`config.mk`:
```
export PLATFORM = sky130hd
export DESIGN_NAME = if_id_skid
export DESIGN_NICKNAME = d
export VERILOG_FILES = /design/src/rtl/if_id_skid.sv
export SDC_FILE = /design/constraint.sdc
export NUM_CORES = 1
export LEC_CHECK = 0
export ABC_AREA = 1
export CAP_MARGIN = 20
export CELL_PAD_IN_SITES_DETAIL_PLACEMENT = 1
export CELL_PAD_IN_SITES_GLOBAL_PLACEMENT = 1
export CORE_ASPECT_RATIO = 0.75
export CORE_MARGIN = 2
export CORE_UTILIZATION = 40
export DETAILED_ROUTE_END_ITERATION = 10
export PLACE_DENSITY = 0.84
export SETUP_SLACK_MARGIN = 0.05
export SLEW_MARGIN = 25
export SYNTH_ARGS = -nofsm -noshare
export SYNTH_HDL_FRONTEND = slang
export SYNTH_SLANG_ARGS = --single-unit
```
`constraint.sdc`:
```
create_clock -name clk -period 2.6 [get_ports clk]
set_input_delay 0.26 -clock clk [delete_from_list [all_inputs] [get_ports clk]]
set_output_delay 0.26 -clock clk [all_outputs]
set_load 0.005 [all_outputs]
```
`src/rtl/if_id_skid.sv`:
```
// ----------------------------------------------------------------------------
// if_id_skid
//   Two-entry in-order skid buffer between the instruction-fetch (IF) and
//   instruction-decode (ID) stages. The main register is the head entry and
//   drives the outputs. The skid register holds one younger entry, so that
//   o_ready can be a pure function of registered state.
//
// Handshake (both sides): an entry moves across an interface on a rising
//   edge where valid=1 and ready=1 in the cycle before that edge. Valid is
//   never withdrawn while ready is low. Payload is stable while valid=1 and
//   ready=0. o_ready does not depend combinationally on i_ready.
//
// Ports
//   clk          single clock, rising edge
//   rst          asynchronous active-low reset
//   i_flush      discard all held entries and the current input
//   i_valid      upstream entry valid
//   o_ready      this block accepts an upstream entry this cycle
//   i_pc/i_inst  upstream payload
//   o_valid      head entry valid toward ID
//   i_ready      downstream accepts the head entry this cycle
//   o_pc/o_inst  head payload (0 / NOP_INST when o_valid=0)
//   o_stall_cnt  saturating count of cycles with o_valid=1 and i_ready=0
//   o_state      current buffer state (0 EMPTY, 1 BUSY, 2 FULL), debug
// ----------------------------------------------------------------------------
module if_id_skid #(
   parameter int                PC_W     = 32,
   parameter int                INST_W   = 32,
   parameter logic [INST_W-1:0] NOP_INST = 32'h00000013,
   parameter int                CNT_W    = 16
) (
   input  logic              clk,
   input  logic              rst,
   input  logic              i_flush,
   input  logic              i_valid,
   output logic              o_ready,
   input  logic [PC_W-1:0]   i_pc,
   input  logic [INST_W-1:0] i_inst,
   output logic              o_valid,
   input  logic              i_ready,
   output logic [PC_W-1:0]   o_pc,
   output logic [INST_W-1:0] o_inst,
   output logic [CNT_W-1:0]  o_stall_cnt,
   output logic [1:0]        o_state
);

   typedef enum logic [1:0] {
      EMPTY = 2'd0,
      BUSY  = 2'd1,
      FULL  = 2'd2
   } state_t;

   state_t state, next_state;

   logic [PC_W-1:0]   main_pc, skid_pc;
   logic [INST_W-1:0] main_inst, skid_inst;
   logic [CNT_W-1:0]  stall_cnt;

   logic enq, deq;
   logic load_main_in;    // main <= upstream input
   logic load_main_skid;  // main <= skid (skid drains forward)
   logic load_skid_in;    // skid <= upstream input

   // Handshake outputs come from the state register only.
   assign o_ready = (state != FULL);
   assign o_valid = (state != EMPTY);
   assign enq     = i_valid & o_ready;
   assign deq     = o_valid & i_ready;

   assign o_pc        = o_valid ? main_pc   : '0;
   assign o_inst      = o_valid ? main_inst : NOP_INST;
   assign o_stall_cnt = stall_cnt;
   assign o_state     = state;

   always_ff @(posedge clk or negedge rst) begin
      if (!rst) state <= EMPTY;
      else      state <= next_state;
   end

   always_comb begin
      next_state     = state;
      load_main_in   = 1'b0;
      load_main_skid = 1'b0;
      load_skid_in   = 1'b0;
      if (i_flush) begin
         // Redirect: everything held and the current input are dropped.
         next_state = EMPTY;
      end else begin
         unique case (state)
            EMPTY: begin
               if (enq) begin
                  load_main_in = 1'b1;
                  next_state   = BUSY;
               end
            end
            BUSY: begin
               if (enq && deq) begin
                  load_main_in = 1'b1;
               end else if (enq) begin
                  load_skid_in = 1'b1;
                  next_state   = FULL;
               end else if (deq) begin
                  next_state   = EMPTY;
               end
            end
            FULL: begin
               // o_ready is 0 here, so i_valid cannot enqueue.
               if (deq) begin
                  load_main_skid = 1'b1;
                  next_state     = BUSY;
               end
            end
            default: next_state = EMPTY;
         endcase
      end
   end

   always_ff @(posedge clk or negedge rst) begin
      if (!rst) begin
         main_pc   <= '0;
         main_inst <= '0;
         skid_pc   <= '0;
         skid_inst <= '0;
      end else begin
         if (load_main_in) begin
            main_pc   <= i_pc;
            main_inst <= i_inst;
         end else if (load_main_skid) begin
            main_pc   <= skid_pc;
            main_inst <= skid_inst;
         end
         if (load_skid_in) begin
            skid_pc   <= i_pc;
            skid_inst <= i_inst;
         end
      end
   end

   // Saturating stall counter; a flush cycle is not counted and does not clear it.
   always_ff @(posedge clk or negedge rst) begin
      if (!rst) begin
         stall_cnt <= '0;
      end else if (!i_flush && o_valid && !i_ready && (stall_cnt != {CNT_W{1'b1}})) begin
         stall_cnt <= stall_cnt + 1'b1;
      end
   end

endmodule

```
==> results of run 1 <==
## path summary, 6_finish.rpt
path | depth (start not counted) | slack (ps) | endpoint
min in group clk | 3 | 420 | skid_pc[12]
worst min register to register | 2 | 480 | skid_pc[22]
worst max-delay path | 5 | 280 | o_inst[0]
worst max register to register | 6 | 730 | o_stall_cnt[11]
max in group asynchronous | 3 | 1420 | main_pc[3]
worst min-delay path | 2 | 370 | o_stall_cnt[0]
## cell type report
| class | count | share of cell area (%) |
|---|---|---|
| Antenna cell | 1 | 0.0264 |
| Clock buffer | 22 | 4.89 |
| Clock inverter | 10 | 2.15 |
| Inverter | 148 | 5.86 |
| Multi-Input combinational cell | 523 | 27.2 |
| Sequential cell | 146 | 38.5 |
| Tap cell | 242 | 3.19 |
| Timing Repair Buffer | 165 | 18.2 |
## state kept, by name (all words and copies together) (netlist names)
| name | cells |
|---|---|
| o_stall_cnt | 16 |
| skid_inst | 32 |
| main_pc | 32 |
| o_state | 2 |
| skid_pc | 32 |
| main_inst | 32 |
## per-stage QoR
stage | worst slack [ps] | cells | cell area [um2] | power, uW | utilization, %
6_report | 278 | 1257 | 9490 | 8310 | 54.4
4_1_cts | 237 | 1256 | 9480 | 8400 | 54.4
3_5_place_dp | 444 | 1223 | 8810 | 5570 | 50.5
3_3_place_gp | 534 | 1223 | 8810 | 5440 | 50.5
5_1_grt | 135 | 1257 | 9490 | 8840 | 54.4
2_1_floorplan | 1080 | 864 | 7050 | 4490 | -
## worst register-to-register path, stage by stage (launching register included)
cell and delay (ps):
dfrtp_1 510, nor2_4 60, buf_12 210, nor3_4 410, a21boi_4 440, nand2_1 100, nand2_1 70
## kinds of logic (layout without fill, tap and decap cells)
group / after synthesis / count (layout) / synth area share, %
AOI/OAI and AO/OA: 197 / 197 / 17.1
adders and majority gates: 1 / 1 / 0.177
DFF: 146 / 146 / 51.8
and+or+nand+nor: 319 / 319 / 18.4
xor gates and xnor gates: 6 / 6 / 0.745
other: 0 / 1 / 0
buffers and inverters: 195 / 345 / 11.7
## synth_stat cells (2+ instances only)
library cell,n,share of area [%]
nand3_2,3,0.43
nand2_1,205,11
a22oi_1,52,5.5
o21ai_1,39,2.8
xnor2_1,6,0.75
nand4_1,10,0.89
nor2_4,2,0.32
inv_2,2,0.11
nor2_2,2,0.18
buf_2,25,1.8
dfrtp_1,146,52
nand2_2,3,0.27
buf_6,8,1.3
a22oi_2,10,1.8
clkbuf_1,13,0.69
nor2_1,81,4.3
o21ai_0,94,6.7
inv_1,146,7.8
nand3_1,10,0.71
## power groups by stage
stage	Combinational (uW)	Sequential, uW	Clock [uW]
after floorplan	1180	3310	0
after global placement	2060	3370	0
after detailed placement	2150	3410	0
after CTS	2180	3390	2830
after global routing	2430	3470	2930
final	2140	3390	2780
## metal layers
| metal | global-route usage [%] | share of wire (%) | vias to the layer above | routed length [um] |
|---|---|---|---|---|
| li1 | - | - | 2998 | - |
| met1 | 29.4 | 46 | 3082 | 9140 |
| met2 | 37.3 | 49 | 122 | 9650 |
| met3 | 5.09 | 4.0 | 21 | 795 |
| met4 | 6.08 | 1.4 | 0 | 283 |
| met5 | 0 | 0 | - | 0 |
==> summary.txt, run 1 <==
Largest net degree at the start of global routing = 72
Net switching power = 2380 uW
Setup TNS = 0 ps
Worst Path Max Fanout = 64
DR vias = 6223
Gpl congestion = 0.793
Period utilization = 89.3%
Crit path cell chain = nor2_4 > buf_12 > inv_1 > nand2_1 > clkdlybuf4s50_1
CTS max path bufs = 2
Initial antenna violation count = 1
Placed wire-length estimate = 13.0 mm
Worst-skew pair later-pin latency = 420 ps
Asr flop ratio synth = 100%
Commonest non-fill, non-tap cells in the layout = 205 x nand2_1, 151 x clkdlybuf4s50_1, 146 x inv_1, 146 x dfrtp_1, 94 x o21ai_0
LEAKAGE = 0.00453 uW
Multi-input gate area = 2580 um2
PD cells = 876 nW/um2
CTS Buf Count = 17
Mapped Avg Cell Area = 8.16 um2
IO Pins = 153
Final hold vios = 0
Period minus WS final = 2320 ps
Vias in the first global route = 6496
Seq/Total Area, Yosys = 51.8%
Delay-heaviest family, CP = buffers and inverters
Fill cells = 2072
Hold WS = 368 ps
Clock skew = 7.49 ps
Slowest cell on crit path = clkdlybuf4s50_1
Post-synthesis cell count = 864
Cell row count = 42
Post-Syn Nets = 934
Combinational share of power = 25.7%
Post-synth cell types = 26
Final net count = 1071
EDFF count, synth = 0
Worst path bufs/invs = 3
Clock network power share = 33.5%
DIE AREA = 18700 um2
Clock transition at path regs = 60 ps
Measured slew at the worst slew-check pin = 630 ps
Port bufs = 152
CTS tree = yes
Layout cells sized above 1 = 6.61%
RSZ-0062 raised after global routing = false
Cell Area, Synth = 7050 um2
# clock sinks = 146
Wire per inst = 15.8 um
Switching Fraction = 28.6%
First-pass GRT wire length = 33.0 mm
Synth warnings = 0
Synth-to-layout area growth = 34.5%
Synth Register Bits = 146
Die Wd = 157 um
# setup viols final = 0
Global Route Usage Sum = 22.4%
Slew headroom = 58.0%
Arrival @ worst endpoint = 2060 ps
Reg2Reg Launch Point = o_state[0]
Max Freq = 431 MHz
Post-DR vias/cell = 4.95
DRT iter0 DRCs = 275
Sequential Power Share = 40.8%
Final Max Slew Viols = 0
Setup CP Type = flip-flop to output pin
Cts repair resizes = 0
Total gr overflow = 0
CP Launch Point = o_state[1]
Deepest level of the CTS H-tree = 4
DRC Markers = 0
VDD IR max = 0.372 mV
Antenna viol nets, final = 0
Routed wire length = 19.9 mm
Slowest cell delay on critical path = 490 ps
Initial core utilization = 40.4%
Maxcap violations = 0
Die height = 119 um
Pre-Repair DR Iteration Count = 5
Outcome = completed
Commonest non-fill, non-tap cell in the layout = nand2_1
CP endpoint kind = output pin
Post CTS Setup Buffer Count = 0
Root buf cell = clkbuf_16
Core Area = 17400 um2
Main synth FF type = dfrtp_1
Pint = 5930 uW
Register Area = 3650 um2
Class of the worst hold path = input port to asynchronous set/reset pin
Hold-fix buffers, CTS = 1
Setup crit start kind = flip-flop
Required time worst endpoint = 2340 ps
No activity file was read; power rests on OpenSTA's default activity.
==> inputs of run 2 (changes only) <==
--- a/config.mk
+++ b/config.mk
@@ -11,9 +11,10 @@
 export CELL_PAD_IN_SITES_GLOBAL_PLACEMENT = 1
 export CORE_ASPECT_RATIO = 0.75
 export CORE_MARGIN = 2
-export CORE_UTILIZATION = 40
+export CORE_UTILIZATION = 50
 export DETAILED_ROUTE_END_ITERATION = 10
-export PLACE_DENSITY = 0.84
+export DONT_BUFFER_PORTS = 1
+export PLACE_DENSITY = 0.83
 export SETUP_SLACK_MARGIN = 0.05
 export SLEW_MARGIN = 25
 export SYNTH_ARGS = -nofsm -noshare
==> run 2 against run 1 <==
Sequential power increased by 1%. Clock-buffer cell count unchanged. Wire length increased by 5.6%. First-iteration DRC count increased by 42%. The flow now finishes with violations (negative hold slack). Worst setup slack improved by 98 ps. Critical endpoint is now o_pc[1]. Combinational power decreased by 24%. Critical path depth decreased by 2. Design area decreased by 12%. Sequential cell count unchanged. Register-to-register slack got worse by 170 ps. Sequential share of layout area increased by 5.1 points. Largest power group unchanged.
==> summary.txt, run 2 (synthesis gave the netlist of run 1 again) <==
Outcome = finished with violations
Failing checks = negative hold slack
Routed wire length = 21.0 mm (+5.6%)
Cts repair resizes = 0 (unchanged)
Period utilization = 85.6% (-3.8 points)
LEAKAGE = 0.00416 uW (-8.1%)
Fin area = 8370 um2 (-12%)
Initial antenna violation count = 0 (-1)
Root buf cell = clkbuf_16
Port bufs = 0 (-100%)
Layout cells sized above 1 = 7.25% (+0.64 points)
IO Pins = 153 (unchanged)
Worst-skew pair later-pin latency = 430 ps (about the same)
Measured slew at the worst slew-check pin = 556 ps (-74.0 ps)
Setup crit start kind = flip-flop
Core Area = 13700 um2 (-21%)
Class of the worst hold path = input port to asynchronous set/reset pin
Cell row count = 37 (-12%)
Hold WS = -478 ps (-846 ps)
Commonest non-fill, non-tap cell in the layout = nand2_1
Max Freq = 450 MHz (+4.4%)
Total gr overflow = 0 (unchanged)
Register Area = 3650 um2 (unchanged)
Pre-Repair DR Iteration Count = 5 (unchanged)
VDD IR max = 0.558 mV (+50%)
Setup ws final = 375 ps (+97.7 ps)
Post-Place Setup Slack = 588 ps (+144 ps)
Post CTS Setup Buffer Count = 0 (unchanged)
Antenna viol nets, final = 0 (unchanged)
CP endpoint kind = output pin
Wire per inst = 19.1 um (+21%)
CTS Buf Count = 17 (unchanged)
Worst Path Max Fanout = 25 (-61%)
Clock transition at path regs = 60 ps (about the same)
Arrival @ worst endpoint = 1960 ps (-100 ps)
# setup viols final = 0 (unchanged)
Required time worst endpoint = 2340 ps (about the same)
Global Route Usage Sum = 29.0% (+6.6 points)
Final net count = 981 (-8.4%)
Gpl congestion = 0.802 (+1.1%)
DRC Markers = 0 (unchanged)
# clock sinks = 146 (unchanged)
DIE AREA = 15100 um2 (-19%)
DRT iter0 DRCs = 390 (+42%)
First-pass GRT wire length = 34.1 mm (+3.3%)
DR vias = 6114 (-1.8%)
Post-DR vias/cell = 5.56 (+12%)
CTS tree = yes
Vias in the first global route = 6431 (-1.0%)
Slew headroom = 62.9% (+4.9 points)
Setup CP Type = flip-flop to output pin
Final hold vios = 146 (+146)
Maxcap violations = 0 (unchanged)
RSZ-0062 raised after global routing = false
PD cells = 900 nW/um2 (+2.7%)
Area of placed instances = 7140 um2 (-19%)
Largest net degree at the start of global routing = 147 (+100%)
Commonest non-fill, non-tap cells in the layout = 205 x nand2_1, 146 x inv_1, 146 x dfrtp_1
Die Wd = 141 um (-10%)
Final Max Slew Viols = 0 (unchanged)
Fill cells = 1637 (-21%)
Deepest level of the CTS H-tree = 4 (unchanged)
Clock skew = 8.40 ps (+0.917 ps)
Die height = 107 um (-10%)
Initial core utilization = 51.3% (+11 points)
Hold-fix buffers, CTS = 64 (+63)
Placed wire-length estimate = 12.4 mm (-4.6%)
CTS max path bufs = 2 (unchanged)
# diodes = 0 (-1)
Setup TNS = 0 ps (unchanged)
Period minus WS final = 2220 ps (-97.7 ps)
Multi-input gate area = 2580 um2 (unchanged)
Synth-to-layout area growth = 18.7%
-- run 2: area by class of cell --
class,instances,share of cell area (%)
clock inverters,10,1.27
repair buffers,75,9.23
multi-input cells,523,30.8
inverters,148,6.63
clock buffers,22,5.78
flip-flops and latches,146,43.6
well taps,175,2.62
-- run 2: final timing paths --
| path | startpoint | slack (ps) | depth (start not counted) | end |
|---|---|---|---|---|
| worst max register to register | o_state[0] | 560 | 7 | main_inst[11] |
| worst min-delay path | rst | -480 | 0 | o_stall_cnt[8] |
| worst max-delay path | o_state[0] | 380 | 3 | o_pc[1] |
| min in group clk | i_pc[6] | 0 | 2 | main_pc[6] |
| max in group asynchronous | rst | 2890 | 0 | main_inst[23] |
| worst min register to register | skid_pc[22] | 480 | 2 | skid_pc[22] |
-- run 2: power breakdown --
part | switching (uW) | leakage [uW] | internal, uW
Sequential | 402 | 0.00180 | 3030
Clock | 972 | 0.000295 | 1500
Combinational | 1010 | 0.00206 | 623
-- run 2: metal layers --
layer  vias up  global-route usage [%]  part of all wire (%)
met5         -                       0                     0
met4         0                    11.6                   2.2
met3        41                    6.03                   5.0
met2       161                    49.7                    51
met1      3091                    36.2                    42
li1       2821                       -                     -
-- run 2: through the flow --
step                instances  util, %  total power, uW
floorplan                 864        -             4490
global placement         1003     51.9             4770
detailed placement       1003     51.9             4940
CTS                      1099     60.9             7520
global route             1099     60.9             7940
finish                   1099     60.9             7530
-- run 2: critical path, stage by stage, from the launching register on --
cell	delay, ps
dfrtp_1	520
nor2_4	490
buf_4	390
nor2_1	130
